===== src/rtl/led_flash_array.sv =====
// Multi-channel LED flash stretcher: each channel turns a trigger into a fixed-length
// flash, optionally held on, followed by a forced-dark gap before the next flash.

module led_flash_chan #(
   parameter int MXCNT  = 19,
   parameter int GAPW   = 17,
   parameter int RETRIG = 0,
   parameter int INV    = 0
) (
   input  logic clock,
   input  logic reset_n,
   input  logic trigger,
   input  logic hold,
   output logic led,
   output logic busy
);

   // One-hot so that a corrupted state register is detectable and recovers to IDLE.
   typedef enum logic [3:0] {
      IDLE  = 4'b0001,
      FLASH = 4'b0010,
      HWAIT = 4'b0100,
      GAP   = 4'b1000
   } state_t;

   localparam logic           LED_OFF   = (INV != 0);
   localparam logic           RETRIG_EN = (RETRIG != 0);
   localparam logic [MXCNT:0] CNT_ONE   = (MXCNT + 1)'(1);
   localparam logic [GAPW:0]  GCNT_ONE  = (GAPW + 1)'(1);

   logic           trig_ff = 1'b0;
   logic           hold_ff = 1'b0;
   state_t         state   = IDLE;
   state_t         state_nxt;
   logic [MXCNT:0] cnt     = '0;
   logic [GAPW:0]  gcnt    = '0;
   logic           pend    = 1'b0;
   logic           led_q   = LED_OFF;
   logic           busy_q  = 1'b0;
   logic           led_d;
   logic           busy_d;

   // A trigger also counts as a hold so a single pulse never falls straight through HWAIT.
   always_ff @(posedge clock or negedge reset_n) begin
      if (!reset_n) begin
         trig_ff <= 1'b0;
         hold_ff <= 1'b0;
      end else begin
         trig_ff <= trigger;
         hold_ff <= hold | trigger;
      end
   end

   // NOTE: sequential state uses non-blocking assignments so every register samples pre-edge values.
   always_ff @(posedge clock or negedge reset_n) begin
      if (!reset_n) begin
         state <= IDLE;
      end else begin
         state <= state_nxt;
      end
   end

   // NOTE: state_nxt is defaulted before the case so no path can infer a latch.
   always_comb begin
      state_nxt = IDLE;
      case (state)
         IDLE:    state_nxt = trig_ff ? FLASH : IDLE;
         FLASH:   state_nxt = cnt[MXCNT] ? HWAIT : FLASH;
         HWAIT:   state_nxt = hold_ff ? HWAIT : GAP;
         GAP: begin
            if (gcnt[GAPW]) begin
               state_nxt = (pend || trig_ff) ? FLASH : IDLE;
            end else begin
               state_nxt = GAP;
            end
         end
         default: state_nxt = IDLE;
      endcase
   end

   // Counters idle at zero outside their own state, so entry needs no explicit clear.
   always_ff @(posedge clock or negedge reset_n) begin
      if (!reset_n) begin
         cnt  <= '0;
         gcnt <= '0;
         pend <= 1'b0;
      end else begin
         if ((state != FLASH) || (RETRIG_EN && trig_ff)) begin
            cnt <= '0;
         end else begin
            cnt <= cnt + CNT_ONE;
         end

         if (state != GAP) begin
            gcnt <= '0;
         end else begin
            gcnt <= gcnt + GCNT_ONE;
         end

         if ((state != GAP) || gcnt[GAPW]) begin
            pend <= 1'b0;
         end else if (trig_ff) begin
            pend <= 1'b1;
         end
      end
   end

   always_comb begin
      led_d  = ((state == FLASH) || (state == HWAIT)) ^ LED_OFF;
      busy_d = (state != IDLE);
   end

   always_ff @(posedge clock or negedge reset_n) begin
      if (!reset_n) begin
         led_q  <= LED_OFF;
         busy_q <= 1'b0;
      end else begin
         led_q  <= led_d;
         busy_q <= busy_d;
      end
   end

   assign led  = led_q;
   assign busy = busy_q;

endmodule

module led_flash_array #(
   parameter int NCH    = 8,
   parameter int MXCNT  = 19,
   parameter int GAPW   = 17,
   parameter int RETRIG = 0,
   parameter int INV    = 0
) (
   input  logic           clock,
   input  logic           reset_n,
   input  logic [NCH-1:0] trigger,
   input  logic [NCH-1:0] hold,
   output logic [NCH-1:0] led,
   output logic [NCH-1:0] busy
);

   for (genvar i = 0; i < NCH; i++) begin : g_ch
      led_flash_chan #(
         .MXCNT  (MXCNT),
         .GAPW   (GAPW),
         .RETRIG (RETRIG),
         .INV    (INV)
      ) u_ch (
         .clock   (clock),
         .reset_n (reset_n),
         .trigger (trigger[i]),
         .hold    (hold[i]),
         .led     (led[i]),
         .busy    (busy[i])
      );
   end

endmodule


===== config.mk =====
export PLATFORM = sky130hd
export DESIGN_NAME = led_flash_array
export DESIGN_NICKNAME = d
export VERILOG_FILES = /design/src/rtl/led_flash_array.sv
export SDC_FILE = /design/constraint.sdc
export NUM_CORES = 1
export LEC_CHECK = 0
export BUFFER_PORTS_ARGS = -buffer_cell sky130_fd_sc_hd__buf_2
export CAP_MARGIN = 30
export CORE_MARGIN = 3
export CORE_UTILIZATION = 40
export DETAILED_ROUTE_END_ITERATION = 8
export REMOVE_ABC_BUFFERS = 1
export SYNTH_ARGS = -nofsm -noshare
export SYNTH_HDL_FRONTEND = slang
export SYNTH_HIERARCHICAL = 1
export SYNTH_SLANG_ARGS = --single-unit

===== constraint.sdc =====
create_clock -name clock -period 1.7 [get_ports clock]
set_clock_uncertainty 0.05 [all_clocks]
set_input_delay 0.085 -clock clock [delete_from_list [all_inputs] [get_ports clock]]
set_output_delay 0.085 -clock clock [all_outputs]
set_load 0.03 [all_outputs]

==> summary.md, run 1 <==
| Metric | Value |
|---|---|
| Leading area contributor after synthesis | `dfrtp_1` |
| Crit start category | `flip-flop` |
| Vias in the first global route | `13300` |
| Required time worst endpoint | `2.13 ns` |
| IO Port Bufs | `33` |
| Sw Ratio | `0.256` |
| Syn avg cell area | `~10 µm²` |
| Synth-to-Final Area Change | `18.7%` |
| RSZ-0062 raised after global routing | `yes` |
| Die extent in y | `219 µm` |
| NumNets Final | `1990` |
| Cts bufs inserted | `44` |
| CTS max path bufs | `3` |
| GR met1 Demand/Resource | `0.203` |
| Clock Power Share | `0.435` |
| YS warnings | `6` |
| FF-to-FF path depth | `4` |
| Pleak | `around 0.0090 µW` |
| Flop pwr share | `0.452` |
| Worst Path Arrival | `around 2.1 ns` |
| Crit end category | `flip-flop` |
| Post-synth EDFFs | `0` |
| Final hold slack | `-0.0174 ns` |
| Initial antenna violation count | `0` |
| Setup_tns | `0 ns` |
| Initial Utilization | `0.407` |
| Worst hold path class | `input pin to async pin` |
| CP Class | `flip-flop to flip-flop` |
| GRT Util Overall | `0.150` |
| FMAX | `597 MHz` |
| Register bit count reported by yosys | `376` |
| Slew headroom | `0.662` |
| Share of layout cells above drive strength 1 | `0.173` |
| CORE AREA | `44400 µm²` |
| Die width | `approximately 220 µm` |
| Worst slew pin tran | `about 0.50 ns` |
| Combinational fraction of design power | `0.113` |
| Largest net degree at the start of global routing | `45` |
| Max-Cap Viols | `0` |
| Clock latency on the worst-skew pair | `0.57 ns` |
| DP Wirelength | `22.5 mm` |
| # DRC | `0` |
| Clock Sinks | `376` |
| Met2 Use GR | `0.245` |
| Cell-internal power | `16200 µW` |
| Via count | `13300` |
| H-tree Lvls | `2` |
| CTS tree | `yes` |
| Post-synth top area share | `0.509` |
| Top-Level Pins | `34` |
| DR WL/cell | `roughly 13 µm` |
| Drt first pass iters | `5` |
| Synth Cell Area | `18100 µm²` |
| Most Crowded Layer GR | `met2` |
| DRT iter0 DRCs | `around 850` |
| Vias per cell | `5.14` |
| P per Cell Area | `1010 nW/µm²` |
| GRT met3 Usage | `0.0309` |
| Die ar. | `~48000 µm²` |
| Total wire length | `34.3 mm` |
| Synth area leaders | `dfrtp_1 (51%), nor2_1 (5.3%), xnor2_1 (4.8%)` |
| Post-Synthesis Cells | `1792` |
| Final min period | `1.67 ns` |
| Outcome | `finished, violations left` |
| Post-synth top flop | `dfrtp_1` |
| Fraction of registers with async set/reset | `1.00` |
| Final period util | `0.985` |
| Final hold viol count | `16` |
| Cell variety after synth | `48` |
| Clk pin slew, worst setup/hold paths | `0.05 ns` |
| Most common cell after layout, fill and taps aside | `dfrtp_1` |
| Row Count | `77` |
| Commonest non-fill, non-tap cells in the layout | `dfrtp_1 (368), nor2_1 (255), nand2_1 (145), buf_4 (125), nand3_1 (104)` |
| Final Slew Violations | `0` |
| Final setup violation count | `0` |
| Placer Congestion | `0.769` |
| Clock root buffer | `clkbuf_16` |
| Sequential element share of the synthesized area | `0.521` |
| Max VDD drop | `0.668 mV` |
| Critical Path Fanout Max | `6` |
| Post-route ant nets | `0` |
| Net Sw Power | `5570 µW` |
| Filler cells | `4035` |
| Fin util | `0.483` |
| Failing checks | `negative hold slack` |
| First-pass GRT wire length | `61.5 mm` |
| Total gr overflow | `0` |
## repair_timing
action | CTS | global route
setup buffers | 3 | 3
gates resized for setup | 0 | 20
pin swaps | 1 | 11
hold buffers | 20 | 0
setup endpoints to repair | 1 | 37
endpoints found under the hold margin | 384 | 0
## through the flow
step	total power, µW	hold WS [ns]	worst slack [ns]	cell area, µm²	std cells
5_1_grt	22800	0.00257	-0.0391	21500	2581
3_3_place_gp	12400	0.00943	0.0131	19700	2477
4_1_cts	22200	0.0727	0.00109	21400	2579
3_5_place_dp	12400	0.00419	-0.0134	19700	2477
2_1_floorplan	11300	-0.261	-0.0909	17800	1727
6_report	21800	-0.0174	0.0256	21500	2582
## area by class of cell
type	instances	area, µm²	area share
inverter	47	176	0.00822
antenna	1	2.50	0.000117
sequential	376	9420	0.439
multi-input combinational	1304	8250	0.384
timing repair buffer	183	1430	0.0668
clock inverter	17	228	0.0106
clock buffer	62	1220	0.0568
tap	592	741	0.0345
## critical path, stage by stage (launching register included)
cell and delay, ns:
dfrtp_1 0.36, nand4_2 0.13, or4_4 0.59, or3_4 0.35, a21oi_2 0.13
## routing by layer
layer	part of all wire	wire (µm)	vias up
met5	0	0	-
met4	0.021	707	0
met3	0.033	1130	48
met2	0.47	16100	120
met1	0.48	16400	6457
li1	-	-	6634
## power groups by stage
| stage | Combinational, µW | Clock, µW | Sequential, µW |
|---|---|---|---|
| floorplan | 1010 | 0 | 10300 |
| global placement | 2410 | 0 | 9980 |
| detailed placement | 2440 | 0 | 9990 |
| CTS | 2490 | 9830 | 9840 |
| global route | 2770 | 10100 | 9900 |
| finish | 2460 | 9460 | 9840 |
## synth_stat cells, drive strengths merged, types with 45 or more instances
master and number:
dfrtp 368, xnor2 100, nand2 145, or3 49, buf 51, nor2 262, inv 47, a21oi 82
nor3 66, nand4 45, xor2 77, o21ai 56, nand3 112
## sequential cells by signal (all words and copies together) (netlist names)
signal / cells
g_ch.u_ch/busy: 8
g_ch.u_ch/cnt: 160
g_ch.u_ch/gcnt: 144
g_ch.u_ch/hold_ff: 8
g_ch.u_ch/led: 8
g_ch.u_ch/pend: 8
g_ch.u_ch/state: 32
g_ch.u_ch/trig_ff: 8
## final timing paths
kind / to / slack [ns] / startpoint
min: g_ch[2].u_ch/cnt[15]$_DFF_PN0_ / -0.02 / reset_n
min in group clock: g_ch[4].u_ch/trig_ff$_DFF_PN0_ / 0.12 / trigger[4]
min reg2reg: g_ch[7].u_ch/state[0]$_DFF_PN1_ / 0.40 / g_ch[7].u_ch/trig_ff$_DFF_PN0_
max: g_ch[0].u_ch/cnt[19]$_DFF_PN0_ / 0.03 / g_ch[0].u_ch/cnt[10]$_DFF_PN0_
max reg2reg: g_ch[0].u_ch/cnt[19]$_DFF_PN0_ / 0.03 / g_ch[0].u_ch/cnt[10]$_DFF_PN0_
max in group asynchronous: g_ch[3].u_ch/cnt[6]$_DFF_PN0_ / 0.55 / reset_n
## logic make-up (layout without fill, tap and decap cells)
group / after synthesis / after routing / synth area share
mux: 14 / 14 / 0.00775
flops: 376 / 376 / 0.521
xor+xnor: 177 / 177 / 0.0857
buf+inv: 112 / 309 / 0.0283
other cells: 0 / 1 / 0
simple gates: 871 / 871 / 0.269
compound gates: 226 / 226 / 0.0773
fa+ha+maj: 16 / 16 / 0.0111
(Power assumes the default switching activity.)
==> run 2: changes to the inputs <==
--- a/config.mk
+++ b/config.mk
@@ -5,6 +5,7 @@
 export SDC_FILE = /design/constraint.sdc
 export NUM_CORES = 1
 export LEC_CHECK = 0
+export ABC_AREA = 1
 export BUFFER_PORTS_ARGS = -buffer_cell sky130_fd_sc_hd__buf_2
 export CAP_MARGIN = 30
 export CORE_MARGIN = 3
==> summary.md, run 2 <==
| Metric | Value |
|---|---|
| Total wire length | `38.6 mm (+12%)` |
| DP Wirelength | `27.1 mm (+20%)` |
| Die width | `229 µm (+4.7%)` |
| IO Port Bufs | `33 (unchanged)` |
| CTS max path bufs | `3 (unchanged)` |
| Post-synth EDFFs | `0 (unchanged)` |
| Via count | `15600 (+18%)` |
| Crit start category | `flip-flop` |
| XOR/XNOR share of the synthesized area | `0.0106 (-0.0751)` |
| Max-Cap Viols | `0 (unchanged)` |
| Die extent in y | `229 µm (+4.7%)` |
| Initial antenna violation count | `0 (unchanged)` |
| RSZ-0062 raised after global routing | `no` |
| Critical Path Most Common Cell | `nand2_1` |
| Cell-internal power | `16200 µW (+0.18%)` |
| CP Class | `flip-flop to flip-flop` |
| Sequential element share of the synthesized area | `0.474 (-0.0466)` |
| P per Cell Area | `964 nW/µm² (-4.9%)` |
| Synth Area in Simple Gates | `0.365 (+0.0955)` |
| Net Sw Power | `5570 µW (about the same)` |
| Combinational fraction of design power | `0.109 (-0.004)` |
| Slowest library cell on the worst path | `dfrtp_1` |
| Die ar. | `52400 µm² (+9.6%)` |
| Vias per cell | `4.77 (-7.0%)` |
| Clock Sinks | `376 (unchanged)` |
| Final hold viol count | `0 (-16)` |
| Flop pwr share | `0.446 (-0.006)` |
| Register bit count reported by yosys | `376 (unchanged)` |
| Synth Area in Adders | `0.0101 (-0.000991)` |
| Row Count | `81 (+5.2%)` |
| Max reg flops | `160 (unchanged)` |
| Final period util | `0.844 (-0.141)` |
| Final Slew Violations | `0 (unchanged)` |
| GRT Util Overall | `0.153 (+0.00305)` |
| Vias in the first global route | `15300 (+15%)` |
| Required time worst endpoint | `2.10 ns (-0.03 ns)` |
| Worst hold path class | `input pin to async pin` |
| # DRC | `0 (unchanged)` |
| Clock Power Share | `0.446 (+0.011)` |
| Commonest non-fill, non-tap cells in the layout | `nor2_1 (504), nand2_1 (488), dfrtp_1 (368), inv_1 (224), nand3_1 (160)` |
| Crit path cell chain | `ha_1, nand2_1, nor2_2, nand2_2, nor2_4, nand3_1, nand2_1, nor2_1` |
| H-tree Lvls | `2 (unchanged)` |
| Synth Cell Area | `19900 µm² (+9.8%)` |
| Leading area contributor after synthesis | `dfrtp_1` |
| Drt first pass iters | `5 (unchanged)` |
| Worst Path Arrival | `1.83 ns (-0.28 ns)` |
| Slew headroom | `0.704 (+0.0419)` |
| Initial Utilization | `0.405 (-0.00224)` |
| Mux cell area share after synthesis | `0 (-0.00775)` |
| Placer Congestion | `0.841 (+9.5%)` |
| Fraction of registers with async set/reset | `1.00 (unchanged)` |
| Filler cells | `4860 (+20%)` |
| Post-synth top area share | `0.463 (-0.0456)` |
| DR WL/cell | `11.8 µm (-11%)` |
| Top-Level Pins | `34 (unchanged)` |
| Pleak | `0.0101 µW (+12%)` |
| YS warnings | `6 (unchanged)` |
| Share of layout cells above drive strength 1 | `0.163 (-0.0101)` |
| NumNets Final | `2604 (+31%)` |
| Outcome | `finished clean` |
| FMAX | `697 MHz (+17%)` |
| Synth area leaders | `dfrtp_1 (46%), nor2_1 (9.5%), nand2_1 (9.2%)` |
| Count leader, synth | `nor2_1` |
| First-pass GRT wire length | `69.5 mm (+13%)` |
| Reg with most FFs | `g_ch.u_ch/cnt` |
| DRT iter0 DRCs | `961 (+13%)` |
| Setup_tns | `0 ns (unchanged)` |
| CORE AREA | `49100 µm² (+10%)` |
| Clock latency on the worst-skew pair | `0.56 ns (about the same)` |
| CTS tree | `yes` |
| Post-CTS Setup Bufs | `0 (-3)` |
| Final setup violation count | `0 (unchanged)` |
| Overall Power | `21800 µW (+0.12%)` |
| Most common cell after layout, fill and taps aside | `nor2_1` |
| Clock root buffer | `clkbuf_16` |
| Post-synth top flop | `dfrtp_1` |
| CTS resizes | `0 (unchanged)` |
| Synth-to-Final Area Change | `13.8%` |
| Worst slew pin tran | `0.445 ns (-0.0558 ns)` |
| Post-synthesis compound-gate area fraction | `0.0801 (+0.00277)` |
| Max VDD drop | `0.555 mV (-17%)` |
| Crit end category | `flip-flop` |
| Largest net degree at the start of global routing | `79 (+76%)` |
| Fin util | `0.461 (-0.0227)` |
| Cell variety after synth | `34 (-29%)` |
| Clk pin slew, worst setup/hold paths | `0.06 ns (about the same)` |
| Critical Path Fanout Max | `4 (-2)` |
| Syn avg cell area | `8.01 µm² (-21%)` |
| Max stage delay on crit path | `0.39 ns (-0.20 ns)` |
| Ant. Diodes | `0 (-1)` |
| Post-Synthesis Cells | `2480 (+38%)` |
| Sw Ratio | `0.255 (-0.000439)` |
| Largest family of logic cells by synthesized area | `simple AND/OR/NAND/NOR gates` |
| Cts bufs inserted | `44 (unchanged)` |
| Final min period | `1.43 ns (-0.240 ns)` |
| Total gr overflow | `0 (unchanged)` |
| Top Registers | `g_ch.u_ch/cnt: 160 flops, g_ch.u_ch/gcnt: 144 flops, g_ch.u_ch/state: 32 flops` |
| Top cells by count, synth | `nor2_1 (504), nand2_1 (488), dfrtp_1 (368)` |
| Post-route ant nets | `0 (unchanged)` |
-- run 2: cell count changes in the layout (fill, tap and decap cells not counted), moves of 35 or more --
cell and change:
a21oi_1 +39, buf_4 -106, inv_1 +177, nand2_1 +343, nand2_2 +72, nand3_1 +56
nor2_1 +249, nor2_2 +56, nor2_4 +41, nor4_1 -35, or3_1 -40, xnor2_1 -100
xor2_1 -53
-- run 2: path summary, 6_finish.rpt --
kind / slack, ns / from / cells after the start / end
max in group asynchronous: 0.55 / reset_n / 4 / g_ch[1].u_ch/gcnt[11]$_DFF_PN0_
min in group clock: 0.14 / trigger[7] / 2 / g_ch[7].u_ch/trig_ff$_DFF_PN0_
min: 0.14 / reset_n / 3 / g_ch[4].u_ch/gcnt[12]$_DFF_PN0_
min reg2reg: 0.41 / g_ch[2].u_ch/gcnt[0]$_DFF_PN0_ / 1 / g_ch[2].u_ch/gcnt[0]$_DFF_PN0_
max reg2reg: 0.27 / g_ch[0].u_ch/cnt[0]$_DFF_PN0_ / 8 / g_ch[0].u_ch/cnt[18]$_DFF_PN0_
max: 0.27 / g_ch[0].u_ch/cnt[0]$_DFF_PN0_ / 8 / g_ch[0].u_ch/cnt[18]$_DFF_PN0_
-- run 2: through the flow --
| stage | worst slack (ns) | std cells | area [µm²] | hold WS [ns] |
|---|---|---|---|---|
| 2_1_floorplan | 0.378 | 2448 | 19600 | -0.261 |
| 3_3_place_gp | 0.331 | 3169 | 20900 | -0.0826 |
| 3_5_place_dp | 0.275 | 3169 | 20900 | -0.0845 |
| 4_1_cts | 0.0274 | 3267 | 22600 | 0.0837 |
| 5_1_grt | 0.0978 | 3268 | 22600 | 0.108 |
| 6_report | 0.266 | 3268 | 22600 | 0.137 |
-- run 2: cell type report --
| class | count | area (µm²) | share of cell area |
|---|---|---|---|
| Tap cell | 664 | 831 | 0.0368 |
| Inverter | 256 | 971 | 0.0430 |
| Sequential cell | 376 | 9420 | 0.417 |
| Timing Repair Buffer | 76 | 626 | 0.0277 |
| Clock buffer | 65 | 1300 | 0.0576 |
| Clock inverter | 15 | 205 | 0.00908 |
| Multi-Input combinational cell | 1816 | 9250 | 0.409 |
-- run 2: layer usage --
metal / wire length, µm / vias to the layer above / part of all wire / global-route usage
met5: 0 / - / 0 / 0
met4: 689 / 0 / 0.018 / 0.0382
met3: 1240 / 50 / 0.032 / 0.0283
met2: 18100 / 161 / 0.47 / 0.256
met1: 18600 / 7308 / 0.48 / 0.206
li1: - / 8082 / - / -
-- run 2: repair_timing --
action | in CTS | in global routing
endpoints found under the hold margin | 392 | 0
hold buffers | 18 | 0
setup endpoints to repair | 0 | 0
-- run 2: worst max-delay path: cells and delay by family, from the launching register on --
family / cells / cell delay [ns]
DFF: 1 / 0.39
and+or+nand+nor: 7 / 0.68
adders and majority gates: 1 / 0.19
-- run 2: power groups by stage --
| stage | logic [µW] | registers (µW) | clock network (µW) |
|---|---|---|---|
| after global placement | 2330 | 9860 | 0 |
| after CTS | 2410 | 9720 | 10100 |
| final | 2370 | 9710 | 9710 |
| after detailed placement | 2360 | 9880 | 0 |
| after floorplan | 1180 | 10100 | 0 |
| after global routing | 2710 | 9770 | 10500 |
-- run 2: cell families after synthesis --
group / count (synthesis)
simple gates: 1488
flops: 376
compound gates: 288
buf+inv: 288
xor+xnor: 24
fa+ha+maj: 16
